[config.mk]
export PLATFORM = sky130hd
export DESIGN_NAME = alu_mul8_seq
export DESIGN_NICKNAME = d
export VERILOG_FILES = /design/src/rtl/alu_mul8_seq.sv
export SDC_FILE = /design/constraint.sdc
export NUM_CORES = 1
export LEC_CHECK = 0
export BUFFER_PORTS_ARGS = -buffer_cell sky130_fd_sc_hd__buf_2
export CELL_PAD_IN_SITES_DETAIL_PLACEMENT = 1
export CELL_PAD_IN_SITES_GLOBAL_PLACEMENT = 2
export CORE_MARGIN = 3
export CORE_UTILIZATION = 38
export DETAILED_ROUTE_END_ITERATION = 10
export HOLD_SLACK_MARGIN = 0.05
export PLACE_DENSITY_LB_ADDON = 0.1
export SETUP_SLACK_MARGIN = 0.5
export SYNTH_ARGS = -nofsm -noshare
export SYNTH_HDL_FRONTEND = slang
export SYNTH_SLANG_ARGS = --single-unit
[constraint.sdc]
create_clock -name clk -period 3.6 [get_ports clk]
set_clock_uncertainty 0.2 [all_clocks]
set_input_delay 0.54 -clock clk [delete_from_list [all_inputs] [get_ports clk]]
set_output_delay 0.54 -clock clk [all_outputs]
set_load 0.02 [all_outputs]
[src/rtl/alu_mul8_seq.sv]
// alu_mul8_seq: sequential 8x8 unsigned shift-add multiplier.
// One shift-add step is done per clock. A result is ready 8 cycles after start is accepted.
// Ports:
//   clk      - rising-edge clock
//   rst_n    - asynchronous active-low reset
//   start    - multiply request; accepted only in IDLE
//   a, b     - unsigned operands; sampled on the accepting edge only
//   busy     - high while a multiply is in RUN or DONE
//   done     - one-cycle pulse when product is valid
//   product  - 16-bit result; held until the next result is written
//   overflow - product[15:8] is nonzero; held with product
module alu_mul8_seq (
  input  logic        clk,
  input  logic        rst_n,
  input  logic        start,
  input  logic [7:0]  a,
  input  logic [7:0]  b,
  output logic        busy,
  output logic        done,
  output logic [15:0] product,
  output logic        overflow
);

  localparam int unsigned W  = 8;
  localparam int unsigned SW = 3;

  localparam logic [1:0] IDLE = 2'd0;
  localparam logic [1:0] RUN  = 2'd1;
  localparam logic [1:0] DONE = 2'd2;

  logic [1:0]    state, state_n;
  logic [W-1:0]  mcand, mcand_n;
  logic [W-1:0]  hi, hi_n;
  logic [W-1:0]  lo, lo_n;
  logic [SW-1:0] step, step_n;
  logic [2*W-1:0] product_n;
  logic          overflow_n;
  logic          busy_n;
  logic          done_n;
  logic [W:0]    sum;

  // Conditional add. The carry-out is kept as bit W, so no partial sum can wrap.
  always_comb begin
    if (lo[0]) begin
      sum = {1'b0, hi} + {1'b0, mcand};
    end else begin
      sum = {1'b0, hi};
    end
  end

  // Next-state and next-output logic
  always_comb begin
    state_n    = state;
    mcand_n    = mcand;
    hi_n       = hi;
    lo_n       = lo;
    step_n     = step;
    product_n  = product;
    overflow_n = overflow;
    busy_n     = busy;
    done_n     = 1'b0;

    case (state)
      IDLE: begin
        if (start) begin
          mcand_n = a;
          lo_n    = b;
          hi_n    = '0;
          step_n  = '0;
          busy_n  = 1'b1;
          state_n = RUN;
        end
      end

      RUN: begin
        // Shift {carry, sum, lo} right by one. The multiplier bits leave through lo[0].
        hi_n   = sum[W:1];
        lo_n   = {sum[0], lo[W-1:1]};
        step_n = step + SW'(1);
        // The counter wraps on the 8th step. The registered result is written on the same edge.
        if (step == SW'(W - 1)) begin
          product_n  = {sum, lo[W-1:1]};
          overflow_n = |sum[W:1];
          done_n     = 1'b1;
          state_n    = DONE;
        end
      end

      DONE: begin
        busy_n  = 1'b0;
        state_n = IDLE;
      end

      default: begin
        busy_n  = 1'b0;
        state_n = IDLE;
      end
    endcase
  end

  // State and registered outputs
  always_ff @(posedge clk or negedge rst_n) begin
    if (!rst_n) begin
      state    <= IDLE;
      mcand    <= '0;
      hi       <= '0;
      lo       <= '0;
      step     <= '0;
      product  <= '0;
      overflow <= 1'b0;
      busy     <= 1'b0;
      done     <= 1'b0;
    end else begin
      state    <= state_n;
      mcand    <= mcand_n;
      hi       <= hi_n;
      lo       <= lo_n;
      step     <= step_n;
      product  <= product_n;
      overflow <= overflow_n;
      busy     <= busy_n;
      done     <= done_n;
    end
  end

endmodule

* After elaboration in Yosys (flattened, before gate mapping) *
Cells that the tools add are included.

word-level totals
  bits of input ports = 19
  output and inout bits = 19
  logic and storage cells = 38
  flip-flop bits (word level) = 48

cells by class
  add/sub/neg operators = 2
  equal/unequal tests = 4
  reduce and logical (&&, ||, !) cells = 8
  mux-type cells = 14
  bitwise logic cells = 1

operator list
  kind                                                             count
  8-bit one-hot mux with 2 select lines                            2
  8-bit 2-to-1 mux                                                 2
  2-bit AND reduction                                              5
  8-bit by 8-bit adder with 9-bit output                           1
  9-bit 2-to-1 mux                                                 1
  8-bit OR reduction                                               1
  3-bit one-hot mux with 2 select lines                            1
  2-bit 2-to-1 mux                                                 2
  2-bit != test, second input constant                             2
  2-bit one-hot mux with 2 select lines                            1
  3-bit by 1-bit adder with 3-bit output, second input constant    1
  3-bit == test, second input constant                             1
  1-bit 2-to-1 mux                                                 3
  3-bit 2-to-1 mux                                                 1
  2-bit by 1-bit == test with 1-bit output, second input constant  1
  2-bit zero test                                                  1
  1-bit one-hot mux with 2 select lines                            1
  2-bit nonzero test                                               1
  1-bit NOT                                                        1

* Longest topological paths before layout *
Gate-level depths: netlist of run 1.

  word-level depth = 3
  mapped depth = 7
  mapped depth without buffers = 7

* Least setup slack after synthesis of run 1 *
No wires, ideal clock.

  path kind = register -> register
  start = register hi[0]
  end = register overflow
  buffers on the path = 0
  period minus slack after synthesis = 2.382 ns
  slack = 1.218 ns
  library setup time = 0.135 ns
  arrival = 2.048 ns
  stages on the path, launching flop included = 8
  required time = 3.265 ns
  cells stage by stage = dfrtp_1 ha_1 fa_1 mux2_4 a2111oi_4 o311ai_1 nor4b_2 o22ai_1

between the ends
  cells in the longest elaborated chain, start to end = 3

RTL lines
  element                                 RTL line  RTL
  start, declared                         33        logic [W-1:0] hi, hi_n;
  start signal, assigned                  116       hi <= hi_n;
  8-bit by 8-bit adder with 9-bit output  45        sum = {1'b0, hi} + {1'b0, mcand};
  9-bit 2-to-1 mux                        44        if (lo[0]) begin
  8-bit OR reduction                      83        overflow_n = |sum[W:1];
  end signal, assigned                    120       overflow <= overflow_n;
  end, declared                           21        output logic overflow

No other way between the ends.
A chain may end at the register's enable or synchronous reset.

* Final worst setup path of run 1 *
Same ends and word-level chain as after synthesis.

==> metrics.txt, run 1 <==
met2 routed WL 2.470 mm; Die Height 86.42 um; Area Growth Syn to Fin 13.95%; Setup WS post-layout 1.039 ns; Detailed Place HPWL about 4.4 mm; Synth Warn # 0; Place WS 1.061 ns; Synth Flop Type dfrtp_1; die area between 7000 and 8000 um^2; DP Cell Count about 350; share of flip-flops with an asynchronous set or reset 1.000; post-CTS setup buffer count 0; via count 1914; worst slew pin tran 1.043 ns; clk_lat worst skew 0.30 ns; commonest non-fill, non-tap cell in the layout dfrtp_1; most frequent cells in the layout 48 x dfrtp_1, 39 x nand2_1, 37 x buf_2; ANT nets after route 0; largest net degree at the start of global routing 40; mean routed wirelength per cell 17.03 um; Post-Route M1 WL 3.229 mm; first-pass GRT wire length 10.01 mm; Worst setup SP type register; post-synthesis sequential area ratio 0.4888; DIE WIDTH ~86 um; final hold vios 0; CTS buffer count 5; Final Max Tran Viols 0; max-cap viol count 0; GPL Wtd Cong 0.8323; CTS max path bufs 2; Max-slew headroom 0.3034; Max Fanout on Critical Path 3; Routed WL approximately 6.0 mm; initial antenna violation count 0; crit end category register; layout cell share with drive strength beyond 1 0.1971; vias in the first global route around 1900; Initial Util 0.4031; EDFF count, synth 0; non-filler cells, final between 300 and 400; cts repair resizes 0; Syn Inst Count 243; minimum clock period roughly 2.6 ns; Max VDD drop ~0.35 mV; GR Util All Layers 0.1743; n_diodes 0; Port Buffers 37; Yosys reg bits 48; final period utilization 0.7115; Setup violations, final 0; CTS tree done; leakage power 1.340 nW; highest metal used met4; met3 WL 207 um; # H-tree levels 2; outcome finished, final reports clean; Netlist cell types 48; post-synth design cell area 2457 um^2; RSZ-0062 raised after global routing false; IO Pins 38; nets approximately 300; Hold Path Class in2async; CTS root buf clkbuf_8; core area 6096 um^2; CP arrival approximately 2.5 ns; Post-Syn Nets 273; fill cell count 718; cell area power density ~950 nW/um^2; hold_buf cts 0; DR vias/cell between 5 and 6; First-pass DRT Iterations 4; Highest Clock Rate approximately 390 MHz; Row Count 28; GR Overflow Total 0; Num Clock Sinks 48; DRC violations left 0; clk slew on worst S/H paths 0.09 ns; Worst Path Class, Setup reg2reg; DRT iter0 DRCs slightly above 70; setup TNS 0 ns; Worst Path Required 3.57 ns; syn_area_per_cell 10.11 um^2
## per-layer routing
| metal | vias to the layer above | GRT usage |
|---|---|---|
| li1 | 947 | - |
| met3 | 9 | 0.03517 |
| met2 | 31 | 0.2434 |
| met4 | 0 | 0.05807 |
| met1 | 927 | 0.2672 |
| met5 | - | 0 |
## cell usage after synthesis (all sizes together) (2+ instances only)
cell type / number / share of area
buf: 3 / 0.0061
a21o: 3 / 0.0092
inv: 7 / 0.011
nor2b: 10 / 0.025
a21oi: 15 / 0.031
o311ai: 2 / 0.0071
dfrtp: 48 / 0.49
and3: 2 / 0.0051
clkbuf: 8 / 0.012
a22oi: 7 / 0.021
nor2: 7 / 0.012
a22o: 2 / 0.0071
o21ai: 26 / 0.053
o22ai: 2 / 0.0051
a211o: 3 / 0.011
nand3: 4 / 0.0081
nor3: 2 / 0.0041
nand2: 39 / 0.060
mux2i: 4 / 0.016
mux2: 9 / 0.043
a211oi: 4 / 0.012
ha: 10 / 0.051
nand2b: 4 / 0.010
## cells by family (layout without fill, tap and decap cells)
family                   count (synthesis)  count (layout)  share of synthesized area
AO/OA/AOI/OAI                           74              74                     0.1991
XOR/XNOR                                 1               1                   0.003565
adder cells (fa/ha/maj)                 11              11                    0.05906
buffers and inverters                   18              54                    0.02902
flip-flops                              48              48                     0.4888
multiplexers                            13              13                    0.05906
AND/OR/NAND/NOR                         78              78                     0.1614
## critical path: stages (launching register included)
cell and delay (ns):
dfrtp_1 0.41, ha_1 0.23, fa_1 0.48, mux2_4 0.29, a2111oi_4 0.33, o311ai_1 0.16, nor4b_2 0.23, o22ai_1 0.10
## report_power, final
group | switching [mW] | internal [mW] | total (mW)
Sequential | 0.221 | 0.775 | 0.996
Combinational | 0.781 | 0.538 | 1.32
Clock | 0.182 | 0.156 | 0.338
## per-stage QoR
step | power, mW | util | cell area (um^2) | hold WS [ns]
after global routing | 2.898 | 0.4594 | 2800 | 0.2239
after detailed placement | 2.333 | 0.4440 | 2706 | 0.2596
after CTS | 2.681 | 0.4594 | 2800 | 0.1944
final | 2.653 | 0.4594 | 2800 | 0.1607
after floorplan | 1.944 | - | 2457 | 0.04441
after global placement | 2.301 | 0.4440 | 2706 | 0.2568
## area by class of cell
cell class,instances,area [um^2],area share
Tap cell,75,93.84,0.03351
Clock inverter,1,7.507,0.002681
Inverter,7,26.28,0.009383
Timing Repair Buffer,39,200.2,0.07149
Clock buffer,7,86.33,0.03083
Multi-Input combinational cell,177,1185,0.4231
Sequential cell,48,1201,0.4290
## registers in the layout (all words and copies together), names as in the netlist
name	cells
lo	8
done	1
product	16
state	2
step	3
mcand	8
hi	8
overflow	1
busy	1
## final timing paths
| kind | slack [ns] | to | cells past startpoint | start |
|---|---|---|---|---|
| max | 1.04 | overflow | 7 | hi[0] |
| min | 0.16 | product[10] | 1 | rst_n |
| max reg2reg | 1.04 | overflow | 7 | hi[0] |
| min reg2reg | 0.27 | product[0] | 2 | product[0] |
| max in group asynchronous | 2.35 | state[0] | 2 | rst_n |
| min in group clk | 0.25 | mcand[4] | 2 | a[4] |
Power figures use the tool's default switching activity.
==> inputs of run 2 (changes only) <==
--- a/config.mk
+++ b/config.mk
@@ -9,7 +9,7 @@
 export CELL_PAD_IN_SITES_DETAIL_PLACEMENT = 1
 export CELL_PAD_IN_SITES_GLOBAL_PLACEMENT = 2
 export CORE_MARGIN = 3
-export CORE_UTILIZATION = 38
+export CORE_UTILIZATION = 32
 export DETAILED_ROUTE_END_ITERATION = 10
 export HOLD_SLACK_MARGIN = 0.05
 export PLACE_DENSITY_LB_ADDON = 0.1
==> constraint.sdc (replaced) <==
create_clock -name clk -period 2.3 [get_ports clk]
set_clock_uncertainty 0.2 [all_clocks]
set_input_delay 0.345 -clock clk [delete_from_list [all_inputs] [get_ports clk]]
set_output_delay 0.345 -clock clk [all_outputs]
set_load 0.02 [all_outputs]
==> run 2 against run 1 <==
Net effect: critical path type unchanged; the run now ends with negative setup slack left; maximum frequency is 10% higher; total power rose by 87%; sequential cell count is the same; sequential share of layout area fell by 5.8 points; sequential power is 51% higher; largest power group unchanged; first-iteration DRC count down 46%; via count increased by 4.3%.
==> metrics.txt, run 2 (synthesized netlist as in run 1, its figures left out) <==
outcome finished with violations; failing checks negative setup slack; DR vias/cell 5.015 (-7.2%); leakage power 1.499 nW (+12%); Detailed Place HPWL 4.511 mm (+1.8%); clk slew on worst S/H paths 0.09 ns (about the same); clk_lat worst skew 0.30 ns (about the same); initial antenna violation count 0 (unchanged); crit end category register; vias in the first global route 2075 (+7.9%); CTS max path bufs 2 (unchanged); core area 7370 um^2 (+21%); max-cap viol count 0 (unchanged); IO Pins 38 (unchanged); final hold vios 0 (unchanged); non-filler cells, final 398 (+12%); RSZ-0062 raised after global routing true; GPL Wtd Cong 0.7443 (-11%); fill cell count 851 (+19%); die area 8767 um^2 (+17%); Cell Chain, Critical Path ha_2 > fa_2 > a211o_1 > a211oi_2 > or3_4 > nor4b_2 > o22ai_1; commonest non-fill, non-tap cell in the layout dfrtp_1; met3 usage 0.02977 (-0.005404); GR Overflow Total 0 (unchanged); mean routed wirelength per cell 16.15 um (-5.1%); max FFs per register 16 (unchanged); switching share of power 0.4230 (-0.02315); minimum clock period 2.320 ns (-0.2412 ns); Port Buffers 37 (unchanged); Most flops, register product; Int Pwr 2.858 mW (+94%); Top Usage Layer GRT met2; Row Count 31 (+11%); most frequent cells in the layout 46 x dfrtp_1, 39 x nand2_1, 37 x buf_2; Setup violations, final 1 (+1); via count 1996 (+4.3%); Die Height 93.63 um (+8.3%); Max-slew headroom 0.6568 (+0.3534); DIE WIDTH 93.63 um (+8.3%); final period utilization 1.009 (+0.2973); CP arrival 2.29 ns (-0.25 ns); crit path buf inv count 0 (unchanged); n_diodes 0 (unchanged); hold_ws 0.06343 ns (-0.09729 ns); nets 328 (+6.5%); Worst Path Required 2.27 ns (-1.30 ns); clock share of power 0.149 (+0.022); Slowest-stage cell, CP dfrtp_1; Max VDD drop 0.6114 mV (+77%); M1 GR Usage 0.2269 (-0.04029); worst slew pin tran 0.5148 ns (-0.5280 ns); first-pass GRT wire length 10.74 mm (+7.4%); CTS tree done; Seq pwr share 0.302 (-0.074); combinational share of power 0.548 (+0.051); Max Fanout on Critical Path 3 (unchanged); Worst Path Class, Setup reg2reg; Area Growth Syn to Fin 32.03%; delay-heaviest family, CP compound AO/OA/AOI/OAI gates; cell area power density 1527 nW/um^2 (+61%); Routed WL 6.429 mm (+6.7%); Hold Path Class in2reg; DRC violations left 0 (unchanged); layout cell share with drive strength beyond 1 0.3411 (+0.1440); Setup WS post-layout -0.02024 ns (-1.059 ns); Worst setup SP type register; FF-to-FF setup slack -0.02 ns (-1.06 ns); met2 track demand over resource 0.2478 (+0.004373); CTS buffer count 5 (unchanged); DRT iter0 DRCs 38 (-46%); setup TNS -0.02024 ns (-0.02024 ns); Sw Pwr 2.095 mW (+77%); largest net degree at the start of global routing 30 (-25%); CTS root buf clkbuf_8; Worst path max stage delay 0.39 ns (-0.09 ns); GR Util All Layers 0.1572 (-0.01713); First-pass DRT Iterations 4 (unchanged); ANT nets after route 0 (unchanged); Highest Clock Rate 431.0 MHz (+10%); Num Clock Sinks 48 (unchanged); final core utilization 0.4402 (-0.01912); DP Cell Count 384 (+11%); Initial Util 0.3334 (-0.06967); Final Max Tran Viols 0 (unchanged); # H-tree levels 2 (unchanged)
## run 2: cell types whose count changed in the layout (fill, tap and decap cells not counted), sizes merged
cell and delta:
bufinv +2, clkbuf -2, inv +1, clkinvlp -1
dlygate4sd3 +4, buf +16
## run 2: routing by layer
layer	vias to the layer above	routed length [um]	share of wire
li1	993	-	-
met1	974	3205	0.50
met2	25	2977	0.46
met3	4	201	0.031
met4	0	44	0.0068
met5	-	0	0
## run 2: timing repair
action	CTS	global route
endpoints found under the setup margin	19	31
resized for setup	24	15
buffers inserted	1	1
pin swaps	9	6
hold buffers	4	0
endpoints found under the hold margin	22	0
## run 2: final timing paths
kind,cells past startpoint,from,end
worst max-delay path,7,mcand[0],overflow
worst max register to register,7,mcand[0],overflow
worst min-delay path,2,a[6],mcand[6]
max in group asynchronous,3,rst_n,state[0]
min in group asynchronous,2,rst_n,mcand[5]
worst min register to register,2,product[3],product[3]
## run 2: cell type report
type	instances	area, um^2	area share
sequential	48	1204	0.3710
tap	99	123.9	0.03818
timing repair buffer	59	400.4	0.1234
inverter	7	28.78	0.008870
multi-input combinational	177	1350	0.4161
clock buffer	5	68.82	0.02121
clock inverter	3	68.82	0.02121
## run 2: worst register-to-register path: cells and delay by family, from the launching register on
kind / cells / cell delay (ns)
simple gates: 2 / 0.34
compound gates: 3 / 0.68
fa+ha+maj: 2 / 0.58
flops: 1 / 0.39
## run 2: power by group through the flow
| stage | combinational [mW] | clock (mW) | sequential (mW) |
|---|---|---|---|
| 2_1_floorplan | 1.47 | 0 | 1.60 |
| 5_1_grt | 3.03 | 0.804 | 1.56 |
| 3_3_place_gp | 2.29 | 0 | 1.49 |
| 6_report | 2.72 | 0.740 | 1.50 |
| 4_1_cts | 2.65 | 0.763 | 1.49 |
| 3_5_place_dp | 2.32 | 0 | 1.50 |
## run 2: per-stage QoR
stage / instance area (um^2) / worst slack [ns] / power [mW]
after floorplan: 2474 / -0.05331 / 3.075
after global placement: 2870 / -0.1060 / 3.779
after detailed placement: 2870 / -0.1367 / 3.813
after CTS: 3176 / -0.03550 / 4.903
after global routing: 3244 / -0.1259 / 5.391
final: 3244 / -0.02024 / 4.953
